<file path="src/rtl/melody_if.sv">
// Melody-load interface between the melody writer (master) and the game module side (slave).
// Carries gen_random only when RANDOM_MELODY_EN is defined.
interface melody_if;
   logic        record_start;
   logic [2:0]  note_in;
   logic        note_valid;
   logic        note_ready;
   logic        commit;
   logic        game_end;
   logic [31:0] data_out;
   logic        write_enable;
   logic        game_start;
   logic [3:0]  note_count;
   logic        busy;
   logic        err;
`ifdef RANDOM_MELODY_EN
   logic        gen_random;
`endif

   modport master (
`ifdef RANDOM_MELODY_EN
      input  gen_random,
`endif
      input  record_start, note_in, note_valid, commit, game_end,
      output note_ready, data_out, write_enable, game_start, note_count, busy, err
   );

   modport slave (
`ifdef RANDOM_MELODY_EN
      output gen_random,
`endif
      output record_start, note_in, note_valid, commit, game_end,
      input  note_ready, data_out, write_enable, game_start, note_count, busy, err
   );
endinterface

</file>
<file path="src/rtl/melody_writer.sv">
// Melody writer: records keypad notes into a packed 32-bit word, then strobes load and start.
// Optional LFSR melody fill is enabled with the RANDOM_MELODY_EN macro.
//
// state  | meaning
// IDLE   | waiting for record_start (or gen_random)
// RECORD | accepting keypad notes, note_ready=1
// FILL   | LFSR fills all slots, one per cycle (RANDOM_MELODY_EN only)
// WRITE  | write_enable pulse, data_out final
// GAP    | START_DELAY quiet cycles
// START  | game_start pulse
// ARMED  | holding data_out until game_end
module melody_writer #(
   parameter int          NUM_NOTES   = 8,
   parameter int          MIN_NOTES   = 2,
   parameter int          START_DELAY = 2,
   parameter logic [15:0] LFSR_SEED   = 16'hACE1
) (
   input  logic       i_clk,
   input  logic       i_reset,
   melody_if.master   io_mel
);

   localparam int GW = (START_DELAY > 1) ? $clog2(START_DELAY) : 1;

`ifdef RANDOM_MELODY_EN
   typedef enum logic [2:0] {
      S_IDLE, S_RECORD, S_WRITE, S_GAP, S_START, S_ARMED, S_FILL
   } state_t;
`else
   typedef enum logic [2:0] {
      S_IDLE, S_RECORD, S_WRITE, S_GAP, S_START, S_ARMED
   } state_t;
`endif

   state_t        r_state;
   state_t        w_state_nxt;
   logic [31:0]   r_data;
   logic [3:0]    r_count;
   logic [GW-1:0] r_gap;
   logic          r_err;

   logic          w_clear;
   logic          w_store;
   logic [2:0]    w_note;
   logic          w_err_nxt;
   logic [3:0]    w_cnt_after;

`ifdef RANDOM_MELODY_EN
   logic [15:0]   r_lfsr;
   logic          w_lfsr_fb;
   logic [2:0]    w_rand_note;

   // Fibonacci taps 16,14,13,11; note 0 is mapped to 1 so random notes are never rests
   assign w_lfsr_fb   = r_lfsr[15] ^ r_lfsr[13] ^ r_lfsr[12] ^ r_lfsr[10];
   assign w_rand_note = (r_lfsr[2:0] == 3'd0) ? 3'd1 : r_lfsr[2:0];

   always_ff @(posedge i_clk) begin
      if (!i_reset) r_lfsr <= LFSR_SEED;
      else          r_lfsr <= {r_lfsr[14:0], w_lfsr_fb};
   end
`endif

   always_comb begin
      w_state_nxt = r_state;
      w_clear     = 1'b0;
      w_store     = 1'b0;
      w_note      = 3'd0;
      w_err_nxt   = 1'b0;
      w_cnt_after = r_count;
      case (r_state)
         S_IDLE: begin
            if (io_mel.record_start) begin
               w_clear     = 1'b1;
               w_state_nxt = S_RECORD;
            end
`ifdef RANDOM_MELODY_EN
            else if (io_mel.gen_random) begin
               w_clear     = 1'b1;
               w_state_nxt = S_FILL;
            end
`endif
         end
         S_RECORD: begin
            if (io_mel.record_start) begin
               w_clear = 1'b1;
            end else begin
               if (io_mel.note_valid) begin
                  if (io_mel.note_in != 3'd0) begin
                     w_store = 1'b1;
                     w_note  = io_mel.note_in;
                  end else begin
                     w_err_nxt = 1'b1;
                  end
               end
               // commit is judged against the count including a same-cycle note
               w_cnt_after = r_count + {3'd0, w_store};
               if (w_store && (w_cnt_after == 4'(NUM_NOTES))) begin
                  w_state_nxt = S_WRITE;
               end else if (io_mel.commit) begin
                  if (w_cnt_after >= 4'(MIN_NOTES)) w_state_nxt = S_WRITE;
                  else                              w_err_nxt   = 1'b1;
               end
            end
         end
`ifdef RANDOM_MELODY_EN
         S_FILL: begin
            w_store     = 1'b1;
            w_note      = w_rand_note;
            w_cnt_after = r_count + 4'd1;
            if (w_cnt_after == 4'(NUM_NOTES)) w_state_nxt = S_WRITE;
         end
`endif
         S_WRITE: w_state_nxt = S_GAP;
         S_GAP: begin
            if (r_gap == '0) w_state_nxt = S_START;
         end
         S_START: w_state_nxt = S_ARMED;
         S_ARMED: begin
            if (io_mel.game_end) w_state_nxt = S_IDLE;
         end
         default: w_state_nxt = S_IDLE;
      endcase
   end

   always_ff @(posedge i_clk) begin
      if (!i_reset) begin
         r_state <= S_IDLE;
         r_data  <= 32'd0;
         r_count <= 4'd0;
         r_gap   <= '0;
         r_err   <= 1'b0;
      end else begin
         r_state <= w_state_nxt;
         r_err   <= w_err_nxt;
         if (w_clear) begin
            r_data  <= 32'd0;
            r_count <= 4'd0;
         end else if (w_store && (r_count < 4'(NUM_NOTES))) begin
            for (int k = 0; k < NUM_NOTES; k++) begin
               if (r_count == 4'(k)) r_data[4*k +: 4] <= {1'b0, w_note};
            end
            r_count <= r_count + 4'd1;
         end
         // gap timer: loaded while in WRITE, counts down to terminal zero in GAP
         if (r_state == S_WRITE)                  r_gap <= GW'(START_DELAY - 1);
         else if (r_state == S_GAP && r_gap != '0) r_gap <= r_gap - 1'b1;
      end
   end

   assign io_mel.data_out     = r_data;
   assign io_mel.note_count   = r_count;
   assign io_mel.note_ready   = (r_state == S_RECORD);
   assign io_mel.write_enable = (r_state == S_WRITE);
   assign io_mel.game_start   = (r_state == S_START);
   assign io_mel.busy         = (r_state != S_IDLE);
   assign io_mel.err          = r_err;

endmodule

</file>
<file path="src/flat_wrapper.sv">
// flat-port wrapper written by rule: the top's interface ports become plain ports
module melody_writer_flat 
#(
   parameter int          NUM_NOTES   = 8,
   parameter int          MIN_NOTES   = 2,
   parameter int          START_DELAY = 2,
   parameter logic [15:0] LFSR_SEED   = 16'hACE1
)
  (i_clk, i_reset, io_mel_record_start, io_mel_note_in, io_mel_note_valid, io_mel_commit, io_mel_game_end, io_mel_note_ready, io_mel_data_out, io_mel_write_enable, io_mel_game_start, io_mel_note_count, io_mel_busy, io_mel_err);
  melody_if io_mel_i ();
  input  logic i_clk;
  input  logic i_reset;
  input wire logic [$bits(io_mel_i.record_start)-1:0] io_mel_record_start;
  input wire logic [$bits(io_mel_i.note_in)-1:0] io_mel_note_in;
  input wire logic [$bits(io_mel_i.note_valid)-1:0] io_mel_note_valid;
  input wire logic [$bits(io_mel_i.commit)-1:0] io_mel_commit;
  input wire logic [$bits(io_mel_i.game_end)-1:0] io_mel_game_end;
  output wire logic [$bits(io_mel_i.note_ready)-1:0] io_mel_note_ready;
  output wire logic [$bits(io_mel_i.data_out)-1:0] io_mel_data_out;
  output wire logic [$bits(io_mel_i.write_enable)-1:0] io_mel_write_enable;
  output wire logic [$bits(io_mel_i.game_start)-1:0] io_mel_game_start;
  output wire logic [$bits(io_mel_i.note_count)-1:0] io_mel_note_count;
  output wire logic [$bits(io_mel_i.busy)-1:0] io_mel_busy;
  output wire logic [$bits(io_mel_i.err)-1:0] io_mel_err;
  assign io_mel_i.record_start = io_mel_record_start;
  assign io_mel_i.note_in = io_mel_note_in;
  assign io_mel_i.note_valid = io_mel_note_valid;
  assign io_mel_i.commit = io_mel_commit;
  assign io_mel_i.game_end = io_mel_game_end;
  assign io_mel_note_ready = io_mel_i.note_ready;
  assign io_mel_data_out = io_mel_i.data_out;
  assign io_mel_write_enable = io_mel_i.write_enable;
  assign io_mel_game_start = io_mel_i.game_start;
  assign io_mel_note_count = io_mel_i.note_count;
  assign io_mel_busy = io_mel_i.busy;
  assign io_mel_err = io_mel_i.err;
  melody_writer #(.NUM_NOTES(NUM_NOTES), .MIN_NOTES(MIN_NOTES), .START_DELAY(START_DELAY), .LFSR_SEED(LFSR_SEED)) u_core (.i_clk(i_clk), .i_reset(i_reset), .io_mel(io_mel_i));
endmodule
</file>
<file path="config.mk">
export PLATFORM = sky130hd
export DESIGN_NAME = melody_writer_flat
export DESIGN_NICKNAME = d
export VERILOG_FILES = /design/src/rtl/melody_if.sv /design/src/rtl/melody_writer.sv /design/src/flat_wrapper.sv
export SDC_FILE = /design/constraint.sdc
export NUM_CORES = 1
export LEC_CHECK = 0
export BUFFER_PORTS_ARGS = -buffer_cell sky130_fd_sc_hd__buf_2
export CORE_UTILIZATION = 53
export CTS_CLUSTER_SIZE = 25
export DETAILED_ROUTE_END_ITERATION = 6
export PLACE_DENSITY = 0.9
export RECOVER_POWER = 50
export SYNTH_ARGS = -nofsm -noshare
export SYNTH_HDL_FRONTEND = slang
export SYNTH_SLANG_ARGS = --single-unit
</file>
<file path="constraint.sdc">
create_clock -name i_clk -period 6.4 [get_ports i_clk]
set_input_delay 0.96 -clock i_clk [delete_from_list [all_inputs] [get_ports i_clk]]
set_output_delay 0.96 -clock i_clk [all_outputs]
set_load 0.02 [all_outputs]
</file>
==> summary.md, run 1 <==
| Metric | Value |
|---|---|
| CTS Buf Count | 5 |
| Clock slew at reported path FFs | 0.10 ns |
| Post-cts resize count | 0 |
| Async set or reset register ratio after synthesis | 0% |
| Worst setup EP type | register |
| DR vias | 1,362 |
| GR Overflow Total | 0 |
| Global-route wire length before repair | 5.278 mm |
| Worst-Margin Slew | 1.167 ns |
| CTS tree | yes |
| Reg2Reg Setup Slack | ~3.8 ns |
| Fillers | roughly 270 |
| Buffers on Ports | 41 |
| R2R depth | 5 |
| Htree depth | 2 |
| Slew headroom | between 20 and 25% |
| RePlAce Congestion | 0.7785 |
| WP data required | 6.68 ns |
| Cells after Synth | 178 |
| Post-CTS setup buffers | 0 |
| Critical path peak fanout | 5 |
| Hold Violations, Final | 0 |
| Core Area | 2758 µm² |
| RSZ-0062 raised after global routing | false |
| Initial DRC count | 50 |
| Vias in the first global route | between 1,000 and 1,500 |
| Arrival @ worst endpoint | roughly 3.2 ns |
| Startpoint types | input port |
| Share of post-route cells with drive strength above 1 | 11.87% |
| All-Layer GR Usage | ~22% |
| Num rows | 19 |
| Final period utilization | 45.93% |
| Status | finished, final reports clean |
| Critical-path top delay cell | o31ai_2 |
| Worst path cell trace | buf_2, o31ai_2, inv_1, ha_1, ha_1, o41ai_1, nand3_1, o32ai_1, and2_1 |
| Setup_tns | 0 ns |
| Most used routing layer | met2 |
| DRC violations left | 0 |
| CP peak stage delay | 0.48 ns |
| Area leader, netlist | dfxtp_1 |
| M3 GR Usage | 6.279% |
| Clock root cell | clkbuf_4 |
| Reg2Reg Launch Point | u_core.r_state[0] |
| DR WL/cell | 12.46 µm |
| Die Ht | 56.06 µm |
| Clk Latency, worst-skew pair | 0.33 ns |
| Clk buf depth | 2 |
| Number of enable flip-flop cells after synthesis | 0 |
| Router iterations before antenna repair | 4 |
| Layout Skew | 0.005885 ns |
| Initial antenna violation count | 0 |
| Seq/Total Area, Yosys | 42.65% |
| Chip width | 56.06 µm |
| Ys flop type | dfxtp_1 |
| Yosys top cell area share | 42.65% |
| PwrDens | roughly 240 nW/µm² |
| Worst hold stages | 2 |
| Cell Area, Synth | 1549 µm² |
| NumNets Final | 233 |
| Initial core utilization | 56.17% |
| Post-DP HPWL | 2.232 mm |
| Largest net degree at the start of global routing | 25 |
| R2r endpoint | u_core.io_mel.data_out[16] |
| DR vias/cell | ~5.4 |
| Die area | 3143 µm² |
| Final critical-path required period | 2.939 ns |
| Hold Buf Count CTS | 0 |
| Antenna Cells | 0 |
| Area Overhead vs Synth | 12.52% |
| CP Class | in2reg |
| Worst-case vdd ir drop | ~0.20 mV |
| Hold Startpoint | u_core.io_mel.data_out[26] |
| Fmax | 0.3402 GHz |
| Total of max-cap violations | 0 |
| Setup Viol. Count Final | 0 |
| Post-synth cell types | 39 |
| Synth Area per Inst | roughly 8.7 µm² |
| WHS | 0.4646 ns |
| Setup slack at placement | a little over 3 ns |
| DRT Wirelength | 3.114 mm |
| Grt met2 use | 37.93% |
| CP bufs+invs | 2 |
| Clock sinks | 33 |
| Flops & latches, synth | 33 |
| Min-Delay Endpoint | u_core.io_mel.data_out[26] |
| Hold/Removal Path Class | reg2reg |
| Synthesis warning total | 0 |
| Most common cell on crit path | ha_1 |
| CP top delay family | compound AO/OA/AOI/OAI gates |
| I/O pin count | 50 |
| Antenna Nets Post-Route | 0 |
| Leakage power | 0.6414 nW |
| Max Slew Vio Count | 0 |
| Global Route met1 Usage | 24.71% |
| Final Worst Setup Slack | 3.461 ns |
| Dominant cells by area after synthesis | dfxtp_1, nand3_1, ha_1 |
==> worst reg2reg max path, delay by kind of cell, from the launching register on <==
| kind | cells | cell delay, ns |
|---|---|---|
| compound gates | 1 | 0.08 |
| simple gates | 4 | 1.92 |
| flops | 1 | 0.51 |
==> cells by family after synthesis <==
kind of cell               synth area share [%]
and+or+nand+nor                           28.03
AOI/OAI and AO/OA                         14.14
DFF                                       42.65
buffers and inverters                     7.755
adders and majority gates                 4.846
xor gates and xnor gates                  1.697
other                                    0.2421
muxes                                    0.6462
==> worst max path at each step <==
stage / from / end / slack, ns / depth (start not counted)
after floorplan: io_mel_note_in[0] / u_core.r_state[1] / 3.46 / 8
after global placement: io_mel_note_in[0] / u_core.r_state[1] / 3.23 / 9
after detailed placement: io_mel_note_in[0] / u_core.r_state[1] / 3.06 / 9
after CTS: io_mel_note_in[0] / u_core.r_state[1] / 3.42 / 9
after global routing: io_mel_record_start / u_core.io_mel.data_out[30] / 3.39 / 6
final: io_mel_note_in[0] / u_core.r_state[1] / 3.46 / 9
==> cells in the mapped netlist (3+ instances only) <==
library cell and n:
nor2_1 10, o21ai_0 14, a31oi_1 3, ha_1 6, nand2_2 4, nor2b_1 3, and2_1 5, o21ai_1 12
nand2_1 14, dfxtp_1 33, buf_4 8, nand3_1 25, inv_1 5, clkbuf_1 3
==> placed cells by master (no fill, tap or decap), drive strengths merged, types with 2 or more instances in the layout <==
cell    Yosys  routed
a21oi       2       2
a31oi       3       3
and2        5       5
buf        12      12
clkbuf      3      36
conb        1       8
dfxtp      33      33
ha          6       6
inv         5       5
nand2      18      18
nand2b      2       2
nand3      25      25
nand4b      2       2
nor2       10      10
nor2b       3       3
nor3        2       2
nor3b       2       2
nor4        3       3
o21ai      26      26
xnor2       2       2
==> state kept, by name, indices dropped and copies added (netlist names) <==
| name | flops |
|---|---|
| u_core.r_gap | 1 |
| u_core.io_mel.data_out | 24 |
| u_core.r_state | 3 |
| u_core.io_mel.err | 1 |
| u_core.io_mel.note_count | 4 |
==> area by class of cell <==
| class | instances | area [µm²] | share of cell area [%] |
|---|---|---|---|
| inverter | 5 | 18.77 | 1.077 |
| clock buffer | 7 | 55.05 | 3.159 |
| clock inverter | 1 | 30.03 | 1.723 |
| timing repair buffer | 41 | 168.9 | 9.691 |
| tap | 31 | 38.79 | 2.225 |
| multi-input combinational | 132 | 770.7 | 44.22 |
| sequential | 33 | 660.6 | 37.90 |
==> report_power, final <==
group	total (W)	switching [W]	internal [W]
registers	0.000212	0.00000462	0.000208
logic	0.0000460	0.0000305	0.0000154
clock network	0.000161	0.0000673	0.0000933
==> metrics by stage <==
| step | std cells | power, W | cell area [µm²] | util [%] |
|---|---|---|---|---|
| after floorplan | 185 | 0.0002582 | 1575 | - |
| after global placement | 242 | 0.0002641 | 1718 | 62.30 |
| after detailed placement | 242 | 0.0002646 | 1718 | 62.30 |
| after CTS | 250 | 0.0004236 | 1803 | 65.38 |
| after global routing | 250 | 0.0004369 | 1743 | 63.20 |
| final | 250 | 0.0004188 | 1743 | 63.20 |
==> layer usage <==
layer / part of all wire (%) / vias up
li1: - / 699
met1: 44 / 618
met2: 49 / 43
met3: 5.6 / 2
met4: 0.87 / 0
met5: 0 / -
Power figures use the tool's default switching activity.
==> run 2, diff against run 1 <==
--- a/config.mk
+++ b/config.mk
@@ -6,10 +6,10 @@
 export NUM_CORES = 1
 export LEC_CHECK = 0
 export BUFFER_PORTS_ARGS = -buffer_cell sky130_fd_sc_hd__buf_2
-export CORE_UTILIZATION = 53
+export CORE_UTILIZATION = 45
 export CTS_CLUSTER_SIZE = 25
 export DETAILED_ROUTE_END_ITERATION = 6
-export PLACE_DENSITY = 0.9
+export PLACE_DENSITY = 0.82
 export RECOVER_POWER = 50
 export SYNTH_ARGS = -nofsm -noshare
 export SYNTH_HDL_FRONTEND = slang
==> constraint.sdc (replaced) <==
create_clock -name i_clk -period 2.6 [get_ports i_clk]
set_input_delay 0.39 -clock i_clk [delete_from_list [all_inputs] [get_ports i_clk]]
set_output_delay 0.39 -clock i_clk [all_outputs]
set_load 0.02 [all_outputs]
==> run 2 against run 1 <==
Register-to-register slack got worse by 3.2 ns. Flip-flop and latch count did not move. Cell area rose by 0.79%. Die area rose by 17%. Critical path type unchanged.
==> summary.md, run 2 (synthesis results as in run 1) <==
| Metric | Value |
|---|---|
| Setup_tns | 0 ns (unchanged) |
| Total of max-cap violations | 0 (unchanged) |
| Slew headroom | 44.80% (+23 points) |
| Layout Skew | 0.004209 ns (-0.001677 ns) |
| CTS tree | yes |
| Critical path peak fanout | 3 (-2) |
| PwrDens | 522.7 nW/µm² (+120%) |
| Router iterations before antenna repair | 4 (unchanged) |
| Hold/Removal Path Class | in2reg |
| Largest net degree at the start of global routing | 25 (unchanged) |
| Most frequent cells in the layout | dfxtp_1, clkbuf_1, nand3_1 |
| Status | finished, final reports clean |
| Worst setup EP type | register |
| Post-CTS setup buffers | 0 (unchanged) |
| Antenna Nets Post-Route | 0 (unchanged) |
| WP data required | 2.89 ns (-3.79 ns) |
| All-Layer GR Usage | 18.35% (-3.2 points) |
| Post-DP HPWL | 2.198 mm (-1.5%) |
| Initial antenna violation count | 0 (unchanged) |
| Antenna Cells | 0 (unchanged) |
| Clk buf depth | 2 (unchanged) |
| Clk Latency, worst-skew pair | 0.34 ns (about the same) |
| Post-cts resize count | 0 (unchanged) |
| Setup Viol. Count Final | 0 (unchanged) |
| DR WL/cell | 11.64 µm (-6.6%) |
| Clock slew at reported path FFs | 0.10 ns (about the same) |
| WHS | 0.3635 ns (-0.1012 ns) |
| Startpoint types | input port |
| DRT Wirelength | 3.072 mm (-1.3%) |
| Final critical-path required period | 2.000 ns |
| Initial DRC count | 105 (+110%) |
| Max Slew Vio Count | 0 (unchanged) |
| Htree depth | 2 (unchanged) |
| Die area | 3681 µm² (+17%) |
| Num rows | 20 (+1) |
| Placed cell areas | 1742 µm² (+1.4%) |
| Worst-case vdd ir drop | 0.2216 mV (+10%) |
| CTS Buf Count | 5 (unchanged) |
| DR vias/cell | 5.068 (-7.0%) |
| Leakage power | 0.6242 nW (-2.7%) |
| DR vias | 1,338 (-1.8%) |
| RSZ-0062 raised after global routing | false |
| GR Overflow Total | 0 (unchanged) |
| Die Ht | 60.67 µm (+8.2%) |
| Clock root cell | clkbuf_4 |
| Most common cell after layout, fill and taps aside | dfxtp_1 |
| CP Class | in2reg |
| Chip width | 60.67 µm (+8.2%) |
| Hold Buf Count CTS | 0 (unchanged) |
| Global-route wire length before repair | 4.705 mm (-11%) |
| Clock sinks | 33 (unchanged) |
| Core Area | 3153 µm² (+14%) |
| Buffers on Ports | 41 (unchanged) |
| Share of post-route cells with drive strength above 1 | 12.73% (+0.86 points) |
| Vias in the first global route | 1,061 (-13%) |
| NumNets Final | 234 (+0.43%) |
| Max reg flops | 24 (unchanged) |
| I/O pin count | 50 (unchanged) |
| Area Overhead vs Synth | 13.41% |
| Post-route cell area | 1757 µm² (+0.79%) |
| Fmax | around 0.5 GHz |
| Hold Violations, Final | 0 (unchanged) |
| RePlAce Congestion | 0.7439 (-4.4%) |
| Arrival @ worst endpoint | 2.29 ns (-0.93 ns) |
| Initial core utilization | 49.13% (-7.0 points) |
| Final period utilization | 76.93% |
| Worst-Margin Slew | 0.8280 ns (-0.3394 ns) |
| DRC violations left | 0 (unchanged) |
-- run 2: cell types whose count changed in the layout (fill, tap and decap cells not counted), sizes merged --
cell | before | now
clkinv | 0 | 2
clkbuf | 36 | 37
buf | 12 | 10
bufinv | 1 | 0
clkinvlp | 0 | 1
-- run 2: stage by stage --
stage / power [W] / setup WS (ns) / util (%) / cells
after global routing: 0.0009777 / 0.4770 / 55.71 / 264
after global placement: 0.0006527 / 0.3467 / 55.24 / 256
after detailed placement: 0.0006539 / 0.2710 / 55.24 / 256
after floorplan: 0.0006357 / 0.2322 / - / 185
final: 0.0009183 / 0.5998 / 55.71 / 264
after CTS: 0.0009308 / 0.6342 / 56.98 / 264
-- run 2: power by group --
part / switching, W / total [W] / internal (W)
sequential: 0.0000117 / 0.000523 / 0.000511
combinational: 0.0000773 / 0.000117 / 0.0000395
clock: 0.000177 / 0.000279 / 0.000102
-- run 2: area by class of cell --
class,count,area (µm²)
clock buffer,5,37.54
clock inverter,3,17.52
fill,322,1396
inverter,5,18.77
multi-input combinational,132,794.5
sequential,33,660.6
tap,44,55.05
timing repair buffer,42,172.7
-- run 2: worst max-delay path: stages --
cell     delay [ns]
buf_2          0.12
o31ai_2        0.27
inv_1          0.07
ha_1           0.21
ha_1           0.30
o41ai_1        0.40
nand3_1        0.16
o32ai_1        0.23
and2_1         0.15
-- run 2: worst paths after layout --
path                                      to                         from  depth (start not counted)  slack, ns
setup / recovery           u_core.r_state[1]            io_mel_note_in[0]                          9       0.60
hold / removal             u_core.r_state[2]                      i_reset                          2       0.36
setup reg to reg           u_core.r_state[1]  u_core.io_mel.note_count[0]                          6       0.60
hold reg to reg   u_core.io_mel.data_out[16]   u_core.io_mel.data_out[16]                          2       0.47
-- run 2: metal layers --
| metal | routed length, µm | GRT usage [%] | part of all wire, % | vias up |
|---|---|---|---|---|
| met5 | 0 | 0 | 0 | - |
| met2 | 1303 | 27.94 | 42 | 42 |
| li1 | - | - | - | 693 |
| met4 | 83 | 11.69 | 2.7 | 0 |
| met1 | 1506 | 22.08 | 49 | 596 |
| met3 | 179 | 6.397 | 5.8 | 7 |
==> run 3, diff against run 2 <==
--- a/config.mk
+++ b/config.mk
@@ -5,8 +5,9 @@
 export SDC_FILE = /design/constraint.sdc
 export NUM_CORES = 1
 export LEC_CHECK = 0
+export ABC_AREA = 1
 export BUFFER_PORTS_ARGS = -buffer_cell sky130_fd_sc_hd__buf_2
-export CORE_UTILIZATION = 45
+export CORE_UTILIZATION = 46
 export CTS_CLUSTER_SIZE = 25
 export DETAILED_ROUTE_END_ITERATION = 6
 export PLACE_DENSITY = 0.82
==> constraint.sdc (replaced) <==
create_clock -name i_clk -period 1.6 [get_ports i_clk]
set_input_delay 0.24 -clock i_clk [delete_from_list [all_inputs] [get_ports i_clk]]
set_output_delay 0.24 -clock i_clk [all_outputs]
set_load 0.02 [all_outputs]
==> run 3 against run 2 <==
Flip-flop and latch count unchanged. Via count increased by 28%. Critical path depth unchanged. Sequential share of layout area decreased by 7.9 points. Utilization increased by 9.6 points. First-iteration DRC count decreased by 26%. Synthesized area increased by 9.6%. Clock power increased to 2.9 times the previous value. Global-route usage increased by 3.9 points. Register-to-register slack got worse by 0.55 ns. Cell area increased by 28%. Sequential power increased by 72%.
==> summary.md, run 3 <==
| Metric | Value |
|---|---|
| Final period utilization | 97.16% |
| Cells after Synth | 237 (+33%) |
| Final Util | 65.29% (+9.6 points) |
| Startpoint types | register |
| WP data required | 1.75 ns (-1.14 ns) |
| Num rows | 21 (+5.0%) |
| Critical-path top delay cell | dfxtp_1 |
| Post-route insts no fill | 348 (+32%) |
| Vias in the first global route | 1,621 (+53%) |
| CTS tree | yes |
| All-Layer GR Usage | 22.28% (+3.9 points) |
| RePlAce Congestion | 0.8181 (+10%) |
| Worst path cell trace | inv_2, nand2_4, nor2_8, nand4_4, buf_12, nor3_4, inv_2, nand2_1, a21oi_2 |
| WHS | 0.2176 ns (-0.1459 ns) |
| Largest net degree at the start of global routing | 17 (-32%) |
| Pwr Total | 0.002456 W (+170%) |
| Hold Violations, Final | 0 (unchanged) |
| Global-route wire length before repair | 6.879 mm (+46%) |
| Area Overhead vs Synth | 32.35% |
| Most common cell on crit path | inv_2 |
| DRC violations left | 0 (unchanged) |
| DR WL/cell | 11.59 µm (-0.36%) |
| Most frequent cells in the layout | nand2_1, inv_1, dfxtp_1 |
| Htree depth | 2 (unchanged) |
| Initial core utilization | 49.33% (+0.20 points) |
| Area leader, netlist | dfxtp_1 |
| CP bufs+invs | 3 (+1) |
| DR vias/cell | 4.934 (-2.6%) |
| Cell Area, Synth | 1698 µm² (+9.6%) |
| Ys flop type | dfxtp_1 |
| CTS Buf Count | 5 (unchanged) |
| DRT Wirelength | 4.035 mm (+31%) |
| Clk Latency, worst-skew pair | 0.29 ns (-0.05 ns) |
| Max reg flops | 24 (unchanged) |
| I/O pin count | 50 (unchanged) |
| Setup Viol. Count Final | 0 (unchanged) |
| Post-synth top cells | nand2_1, inv_1, dfxtp_1 |
| Total of max-cap violations | 0 (unchanged) |
| Worst-case vdd ir drop | 0.6891 mV (+210%) |
| Core Area | 3442 µm² (+9.2%) |
| Router iterations before antenna repair | 4 (unchanged) |
| DR vias | 1,717 (+28%) |
| Flops & latches, synth | 33 (unchanged) |
| Final critical-path required period | 1.554 ns |
| CP peak stage delay | 0.33 ns (-0.07 ns) |
| Max Slew Vio Count | 0 (unchanged) |
| Arrival @ worst endpoint | 1.71 ns (-0.58 ns) |
| Async set or reset register ratio after synthesis | 0% (unchanged) |
| Fmax | ~0.64 GHz |
| Post-synth cell types | 21 (-46%) |
| Number of enable flip-flop cells after synthesis | 0 (unchanged) |
| Yosys top cell area share | 38.91% (-3.7 points) |
| Seq/Total Area, Yosys | 38.91% (-3.7 points) |
| Worst setup EP type | register |
| # placed instances | 336 (+31%) |
| Clock slew at reported path FFs | 0.08 ns (-0.02 ns) |
| Die Ht | 62.76 µm (+3.4%) |
| Fillers | 320 (-0.62%) |
| Share of post-route cells with drive strength above 1 | 26.82% (+14 points) |
| Clk buf depth | 2 (unchanged) |
| Post-DP HPWL | 2.916 mm (+33%) |
| CP top delay family | simple AND/OR/NAND/NOR gates |
| Antenna Nets Post-Route | 0 (unchanged) |
| Chip width | 62.76 µm (+3.4%) |
| Status | finished, final reports clean |
| Buffers on Ports | 41 (unchanged) |
| Synth Area per Inst | 7.164 µm² (-18%) |
| Initial DRC count | 78 (-26%) |
| CP Class | reg2reg |
| Count leader, synth | nand2_1 |
| PwrDens | 1093 nW/µm² (+110%) |
| Clock sinks | 33 (unchanged) |
| Initial antenna violation count | 0 (unchanged) |
| NumNets Final | 316 (+35%) |
| Clock root cell | clkbuf_8 |
| Critical path peak fanout | 7 (+4) |
| Synthesis warning total | 0 (unchanged) |
| Die area | 3938 µm² (+7.0%) |
| Antenna Cells | 0 (unchanged) |
| Layout Skew | 0.01245 ns (+0.008243 ns) |
| Dominant cells by area after synthesis | dfxtp_1, nand2_1, a21oi_1 |
| Most common cell after layout, fill and taps aside | nand2_1 |
| GR Overflow Total | 0 (unchanged) |
| Hold/Removal Path Class | in2reg |
| Leakage power | 0.9422 nW (+51%) |
| RSZ-0062 raised after global routing | true |
-- run 3: changes by cell type in the layout (fill, tap and decap cells not counted), sizes merged, moves of 4 or more --
| cell | change |
|---|---|
| inv | +38 |
| nor2 | +13 |
| a21oi | +30 |
| nand4 | +5 |
| o21ai | -12 |
| nand2 | +32 |
| buf | +26 |
| clkbuf | -5 |
| nor3 | +4 |
| and2 | -5 |
| nand3 | -12 |
-- run 3: kinds of logic (layout without fill, tap and decap cells) --
logic type | count (synthesis) | in the layout | synth area share [%]
AO/OA/AOI/OAI | 46 | 46 | 13.56
adder cells (fa/ha/maj) | 6 | 6 | 4.421
buffers and inverters | 54 | 112 | 14.30
flip-flops | 33 | 33 | 38.91
other | 1 | 8 | 0.2209
AND/OR/NAND/NOR | 97 | 97 | 28.59
-- run 3: repair_timing --
item,4_1_cts,5_1_grt
hold endpoints to repair,0,0
hold buffers,0,0
buffers inserted,0,4
endpoints found under the setup margin,0,15
gates resized for setup,0,18
-- run 3: final timing paths --
path                                              endpoint                       from  slack (ns)  cells after the start
worst max register to register  u_core.io_mel.data_out[21]          u_core.r_state[2]        0.05                      9
worst min register to register   u_core.io_mel.data_out[1]  u_core.io_mel.data_out[1]        0.44                      2
worst min-delay path                     u_core.io_mel.err              io_mel_commit        0.22                      3
worst max-delay path            u_core.io_mel.data_out[21]          u_core.r_state[2]        0.05                      9
-- run 3: metrics by stage --
step	area [µm²]	setup slack [ns]	setup TNS, ns
after floorplan	1767	0.02654	0
after global placement	2081	-0.1163	-0.3208
after detailed placement	2081	-0.1608	-0.4435
after CTS	2197	0.004894	0
after global routing	2247	-0.02368	-0.1300
final	2247	0.04550	0
-- run 3: per-layer routing --
layer / global-route usage, % / part of all wire [%] / vias up
met1: 27.46 / 44 / 771
li1: - / - / 863
met4: 8.721 / 1.9 / 0
met2: 36.82 / 48 / 76
met5: 0 / 0 / -
met3: 5.839 / 6.1 / 7
-- run 3: report_power, final --
group / switching (W) / internal, W / leakage [nW]
combinational: 0.000469 / 0.000273 / 0.615
sequential: 0.0000357 / 0.000861 / 0.268
clock: 0.000309 / 0.000508 / 0.0585
total: 0.000814 / 0.00164 / 0.942
-- run 3: cell type report --
class | count | area, µm² | area share [%]
multi-input cells | 157 | 900.9 | 40.09
well taps | 46 | 57.56 | 2.561
flip-flops and latches | 33 | 666.9 | 29.68
repair buffers | 61 | 336.6 | 14.98
inverters | 43 | 168.9 | 7.517
clock buffers | 7 | 86.33 | 3.842
clock inverters | 1 | 30.03 | 1.336
-- run 3: worst register-to-register path: cells and delay by family, from the launching register on --
| family | cells | cell delay (ns) |
|---|---|---|
| compound gates | 1 | 0.05 |
| flops | 1 | 0.33 |
| buf+inv | 3 | 0.36 |
| simple gates | 5 | 0.69 |
